## src/rtl/csi_rx_pkg.sv

```systemverilog
// Shared types for the CSI-2 RX clock-lane controller: FSM states, LP line
// states ({P,N}) and the registered output bundle decoded from each state.
package csi_rx_pkg;

    typedef enum logic [3:0] {
        ST_DISABLED,
        ST_STOP,
        ST_HS_RQST,
        ST_SETTLE,
        ST_HS_ACTIVE,
        ST_ULPS_RQST,
        ST_ULPS,
        ST_ULPS_EXIT,
        ST_ERR_WAIT
    } clk_lane_state_e;

    localparam logic [1:0] LP00 = 2'b00;
    localparam logic [1:0] LP01 = 2'b01;
    localparam logic [1:0] LP10 = 2'b10;
    localparam logic [1:0] LP11 = 2'b11;

    typedef struct packed {
        logic hsrx_disable;
        logic div_clr;
        logic clk_hs_active;
        logic stop_state;
        logic ulps_active;
    } lane_out_t;

    // HS receiver is only enabled while settling or in HS; divider runs only in HS.
    function automatic lane_out_t state_outputs(input clk_lane_state_e s);
        lane_out_t o;
        o.hsrx_disable  = !(s == ST_SETTLE || s == ST_HS_ACTIVE);
        o.div_clr       = (s != ST_HS_ACTIVE);
        o.clk_hs_active = (s == ST_HS_ACTIVE);
        o.stop_state    = (s == ST_STOP);
        o.ulps_active   = (s == ST_ULPS);
        return o;
    endfunction

endpackage

```

## src/rtl/csi_rx_sync2.sv

```systemverilog
// Two-flop synchronizer for one asynchronous LP receiver output, cleared low.
module csi_rx_sync2 (
    input  logic clk,
    input  logic rst_n,
    input  logic d,
    output logic q
);

    logic meta;

    always_ff @(posedge clk) begin
        if (!rst_n) begin
            meta <= 1'b0;
            q    <= 1'b0;
        end else begin
            meta <= d;
            q    <= meta;
        end
    end

endmodule

```

## src/rtl/csi_rx_clk_lane_ctrl.sv

```systemverilog
// CSI-2 RX clock-lane LP/HS control FSM with LP glitch filter.
// Define CSI_RX_CLK_ERR_CNT_EN to add the saturating ERR_CNT output.
module csi_rx_clk_lane_ctrl
    import csi_rx_pkg::*;
#(
    parameter int FILT_CYC        = 2,
    parameter int TCLK_SETTLE_CYC = 16,
    parameter int CNT_W           = 8
) (
    input  logic             CLK,
    input  logic             RST_N,
    input  logic             ENABLE,
    input  logic             LP_P,
    input  logic             LP_N,
    output logic             HSRX_DISABLE,
    output logic             DIV_CLR,
    output logic             CLK_HS_ACTIVE,
    output logic             STOP_STATE,
    output logic             ULPS_ACTIVE,
`ifdef CSI_RX_CLK_ERR_CNT_EN
    output logic [CNT_W-1:0] ERR_CNT,
`endif
    output logic             ERR_SEQ
);

    localparam int RUN_W = $clog2(FILT_CYC + 1);

    logic [1:0]       sync;
    logic [1:0]       cand;
    logic [1:0]       filt;
    logic [RUN_W-1:0] run_q, run_d;

    csi_rx_sync2 u_sync_p (.clk(CLK), .rst_n(RST_N), .d(LP_P), .q(sync[1]));
    csi_rx_sync2 u_sync_n (.clk(CLK), .rst_n(RST_N), .d(LP_N), .q(sync[0]));

    // run_q counts consecutive identical synchronized samples, saturating at FILT_CYC.
    always_comb begin
        run_d = RUN_W'(1);
        if (sync == cand)
            run_d = (run_q == RUN_W'(FILT_CYC)) ? run_q : run_q + RUN_W'(1);
    end

    always_ff @(posedge CLK) begin
        if (!RST_N) begin
            cand  <= LP00;
            run_q <= '0;
            filt  <= LP00;
        end else begin
            cand  <= sync;
            run_q <= run_d;
            if (run_d >= RUN_W'(FILT_CYC))
                filt <= sync;
        end
    end

    clk_lane_state_e  state, state_d;
    logic [CNT_W-1:0] settle_cnt, settle_d;
    logic             err_d;
    lane_out_t        out_q;

    always_ff @(posedge CLK) begin
        if (!RST_N) begin
            state      <= ST_DISABLED;
            settle_cnt <= '0;
            out_q      <= state_outputs(ST_DISABLED);
            ERR_SEQ    <= 1'b0;
        end else begin
            state      <= state_d;
            settle_cnt <= settle_d;
            out_q      <= state_outputs(state_d);
            ERR_SEQ    <= err_d;
        end
    end

    always_comb begin
        state_d  = state;
        settle_d = settle_cnt;
        err_d    = 1'b0;
        if (!ENABLE) begin
            state_d = ST_DISABLED;
        end else begin
            case (state)
                ST_DISABLED:  if (filt == LP11) state_d = ST_STOP;
                ST_STOP: begin
                    if (filt == LP01)      state_d = ST_HS_RQST;
                    else if (filt == LP10) state_d = ST_ULPS_RQST;
                    else if (filt == LP00) begin state_d = ST_ERR_WAIT; err_d = 1'b1; end
                end
                ST_HS_RQST: begin
                    if (filt == LP00)      begin state_d = ST_SETTLE; settle_d = '0; end
                    else if (filt == LP11) state_d = ST_STOP;
                    else if (filt == LP10) begin state_d = ST_ERR_WAIT; err_d = 1'b1; end
                end
                // LP-11 wins over an expiring settle window.
                ST_SETTLE: begin
                    if (filt == LP11) begin
                        state_d = ST_ERR_WAIT;
                        err_d   = 1'b1;
                    end else if (settle_cnt == CNT_W'(TCLK_SETTLE_CYC - 1)) begin
                        state_d = ST_HS_ACTIVE;
                    end else begin
                        settle_d = settle_cnt + CNT_W'(1);
                    end
                end
                ST_HS_ACTIVE: if (filt == LP11) state_d = ST_STOP;
                ST_ULPS_RQST: begin
                    if (filt == LP00)      state_d = ST_ULPS;
                    else if (filt == LP11) state_d = ST_STOP;
                    else if (filt == LP01) begin state_d = ST_ERR_WAIT; err_d = 1'b1; end
                end
                ST_ULPS:      if (filt == LP10) state_d = ST_ULPS_EXIT;
                ST_ULPS_EXIT: if (filt == LP11) state_d = ST_STOP;
                ST_ERR_WAIT:  if (filt == LP11) state_d = ST_STOP;
                default:      state_d = ST_DISABLED;
            endcase
        end
    end

    assign HSRX_DISABLE  = out_q.hsrx_disable;
    assign DIV_CLR       = out_q.div_clr;
    assign CLK_HS_ACTIVE = out_q.clk_hs_active;
    assign STOP_STATE    = out_q.stop_state;
    assign ULPS_ACTIVE   = out_q.ulps_active;

`ifdef CSI_RX_CLK_ERR_CNT_EN
    always_ff @(posedge CLK) begin
        if (!RST_N)
            ERR_CNT <= '0;
        else if (err_d && ERR_CNT != '1)
            ERR_CNT <= ERR_CNT + CNT_W'(1);
    end
`endif

endmodule

```

## config.mk

```make
export PLATFORM = sky130hd
export DESIGN_NAME = csi_rx_clk_lane_ctrl
export DESIGN_NICKNAME = d
export VERILOG_FILES = /design/src/rtl/csi_rx_pkg.sv /design/src/rtl/csi_rx_sync2.sv /design/src/rtl/csi_rx_clk_lane_ctrl.sv
export SDC_FILE = /design/constraint.sdc
export NUM_CORES = 1
export LEC_CHECK = 0
export ABC_AREA = 1
export BUFFER_PORTS_ARGS = -buffer_cell sky130_fd_sc_hd__buf_4
export CORE_MARGIN = 3
export CORE_UTILIZATION = 35
export DETAILED_ROUTE_END_ITERATION = 8
export MAX_ROUTING_LAYER = met4
export SLEW_MARGIN = 20
export SYNTH_ARGS = -nofsm -noshare
export SYNTH_HDL_FRONTEND = slang
export SYNTH_HIERARCHICAL = 1
export SYNTH_SLANG_ARGS = --single-unit
```

## constraint.sdc

```tcl
create_clock -name CLK -period 4.5 [get_ports CLK]
set_input_delay 0.675 -clock CLK [delete_from_list [all_inputs] [get_ports CLK]]
set_output_delay 0.675 -clock CLK [all_outputs]
set_load 0.02 [all_outputs]
```

==> flow_summary.yaml <==
status:
  status: "finished, final reports clean"
route:
  vias: 1246
  wl_um: 2780
  drt_iter0_markers: 63
  ant_nets: 0
  drt-pass1-iter-count: 4
  via_per_inst: 4.60
  wire_per_inst_um: 10.2
  drc_errors: 0
critical_path:
  cp.arrival_ps: 1750
  endpoint_kind: "flop"
  r2r_setup_slack_ps: 2930
  r2r-end: "HSRX_DISABLE"
  reg2reg_depth: 10
  worst_setup_path_start_kind: "flop"
  required_ps: 4670
  crit_fanout: 5
  path_class: "reg2reg"
  r2r_start: "settle_cnt[0]"
grt:
  grt_util_all_layers_pct: 11.9
  grt_pass1_vias: 1090
  grt_start_max_net_pins: 17
  antenna_found_initial: 0
  overflow: 0
  grt_pass1_wl_um: 4730
final_layout:
  num_antenna_cells: 0
  nNetsFinal: 231
  multi_input_area_um2: 773
  seq_area_um2: 561
  nFillCells: 409
  drive_gt1_share_pct: 19.7
  final_area_um2: 1640
  area_delta_synth_final_pct: 14.1
yosys:
  synth.top_cell.area_share_pct: 39.0
  synth_flop_cell: "dfxtp_1"
  synth_edf_count: 0
  synthTopCellsByCount: "nand2_1, dfxtp_1, nor2_1"
  synth.distinct_cells: 22
  synth_compound_area_share_pct: 6.09
  async_flop_share_pct: 0
  ys_seq_elements: 28
  synth_mux_area_share_pct: 0
  yosysTopAreaCell: "dfxtp_1"
  post_synth.cell_area_avg_um2: 6.85
  syn-num-nets: 217
  synthTopCellsByArea: "dfxtp_1, nand2_1, nor2_1, nand3_1, inv_1"
  yosysWarningCount: 6
  synthAdderAreaFrac_pct: 1.74
  synth-xor-area-share_pct: 3.65
  yosysSeqAreaShare_pct: 39.0
  synth_area_um2: 1440
  synth_top_family_by_area: "simple AND/OR/NAND/NOR gates"
  yosys.area_share.simple_pct: 42.3
  yosysMostFrequentCell: "nand2_1"
  synthCells: 210
place:
  dpl_cell_area_um2: 1570
  dp_hpwl_um: 2140
  portBuffers: 10
  place.gp.congestion: 0.866
timing:
  fin_worst_skew_ps: 2.74
  finalMaxSlewViolations: 0
  min_period_over_period_pct: 35.0
  max_clock_freq_mhz: 636
  finalHoldViolCount: 0
  worstMarginPinSlew_ps: 488
  rsz0062_at_grt: "no"
  tns_ps: 0
  period_needed_ps: 1570
  setup_violations: 0
  slew_headroom_pct: 67.5
clock_tree:
  clk_pin_slew_worst_paths_ps: 90
  cts.sinks: 28
  clk_path_buf_depth: 2
  post_cts.repair.setup_buffers: 0
  ctsHoldBuffers: 0
  clockRootBuffer: "clkbuf_8"
  clock_latency_ps: 270
  cts_made_buffers: 3
  h-tree-depth: 1
  post_cts_resized: 0
  cts_tree: "yes"
floorplan:
  dieArea_um2: 4920
  rows: 22
  die_h_um: 70.1
  start_util_pct: 37.9
  fp.dieW_um: 70.1
  coreArea_um2: 3800
  io_pins: 11
power:
  p_seq_share_pct: 52.9
  power.internal_uw: 388
  irDropWorstVdd_mv: 0.218
  power_density_nw_per_um2: 302
  combPwrFrac_pct: 8.1
  p_leak_nw: 0.738
  netSwitchingFraction_pct: 21.7
  switchingPower_uw: 107
  pwr-share-clk_pct: 39.0
hold_path:
  hp-start: "u_sync_n/meta"
  holdPathStages: 2
  hold_end: "u_sync_n/q"
  hp-class: "reg2reg"
job:
  drv_cap: 0
per-layer routing:
metal,GRT usage [%],wire length [µm],share of wire [%],vias to the layer above
met3,1.73,81,2.9,4
met4,4.47,36,1.3,0
met5,-,0,0,-
met1,17.3,1550,56,542
li1,-,-,-,685
met2,16.6,1110,40,15
power by group through the flow:
stage / sequential, mW / combinational (mW) / clock [mW]
finish: 0.262 / 0.0399 / 0.193
global route: 0.263 / 0.0455 / 0.207
CTS: 0.262 / 0.0404 / 0.199
detailed placement: 0.268 / 0.0403 / 0
global placement: 0.268 / 0.0405 / 0
floorplan: 0.267 / 0.0290 / 0
layout make-up:
cell class,instances,share of cell area (%)
Timing Repair Buffer,10,4.57
Clock buffer,3,2.52
Inverter,27,6.17
Sequential cell,28,34.1
Tap cell,48,3.66
Clock inverter,1,1.83
Multi-Input combinational cell,154,47.1
flip-flops by register name, summed over array words and instances (netlist names):
signal,cells
ULPS_ACTIVE,1
DIV_CLR,1
u_sync_p/meta,1
u_sync_n/meta,1
state,4
HSRX_DISABLE,1
CLK_HS_ACTIVE,1
cand,2
u_sync_p/q,1
STOP_STATE,1
u_sync_n/q,1
filt,2
run_q,2
settle_cnt,8
ERR_SEQ,1
how the worst max path moves through the flow:
| stage | startpoint | endpoint | slack [ps] |
|---|---|---|---|
| finish | settle_cnt[0] | HSRX_DISABLE | 2930 |
| global route | settle_cnt[0] | HSRX_DISABLE | 2780 |
| global placement | settle_cnt[0] | HSRX_DISABLE | 2940 |
| CTS | settle_cnt[0] | HSRX_DISABLE | 2920 |
| floorplan | settle_cnt[0] | HSRX_DISABLE | 3060 |
| detailed placement | settle_cnt[0] | HSRX_DISABLE | 2920 |
metrics by stage:
| stage | hold slack (ps) | std cells | power [mW] | worst slack [ps] | util [%] |
|---|---|---|---|---|---|
| after floorplan | 386 | 210 | 0.296 | 3060 | - |
| final | 412 | 271 | 0.495 | 2930 | 43.2 |
| after detailed placement | 399 | 267 | 0.308 | 2920 | 41.3 |
| after global placement | 389 | 267 | 0.308 | 2940 | 41.3 |
| after global routing | 432 | 271 | 0.516 | 2780 | 43.2 |
| after CTS | 415 | 271 | 0.502 | 2920 | 43.2 |
kinds of logic after synthesis:
kind of cell | count (synthesis)
AND/OR/NAND/NOR | 129
buffers and inverters | 28
flip-flops | 28
AO/OA/AOI/OAI | 17
XOR/XNOR | 6
adder cells (fa/ha/maj) | 2
cell usage in the layout (no fill, tap or decap):
cell type   n
dfxtp_1    28
inv_1      18
clkbuf_8    3
nor2_1     28
nor2_4      2
nor3b_1     2
inv_2       9
xnor2_1     3
a211oi_1    1
nand2_1    54
ha_1        2
nor2_2      5
o21ai_0     6
bufinv_16   1
nand3_2     3
nor3_1      5
nand3_1    17
or2_2       1
nand4_1     2
nand2_2     9
xor2_1      3
a21oi_1    10
nor3_4      1
buf_4      10
critical path: stages (launching register included):
cell	delay, ps
dfxtp_1	400
ha_1	200
nand3_1	120
nor2_1	150
nand2_2	90
nand2_1	70
nand2_1	80
nand2_2	80
nand3_2	110
nor2_4	150
nor2_2	40
No activity file was read; power rests on OpenSTA's default activity.
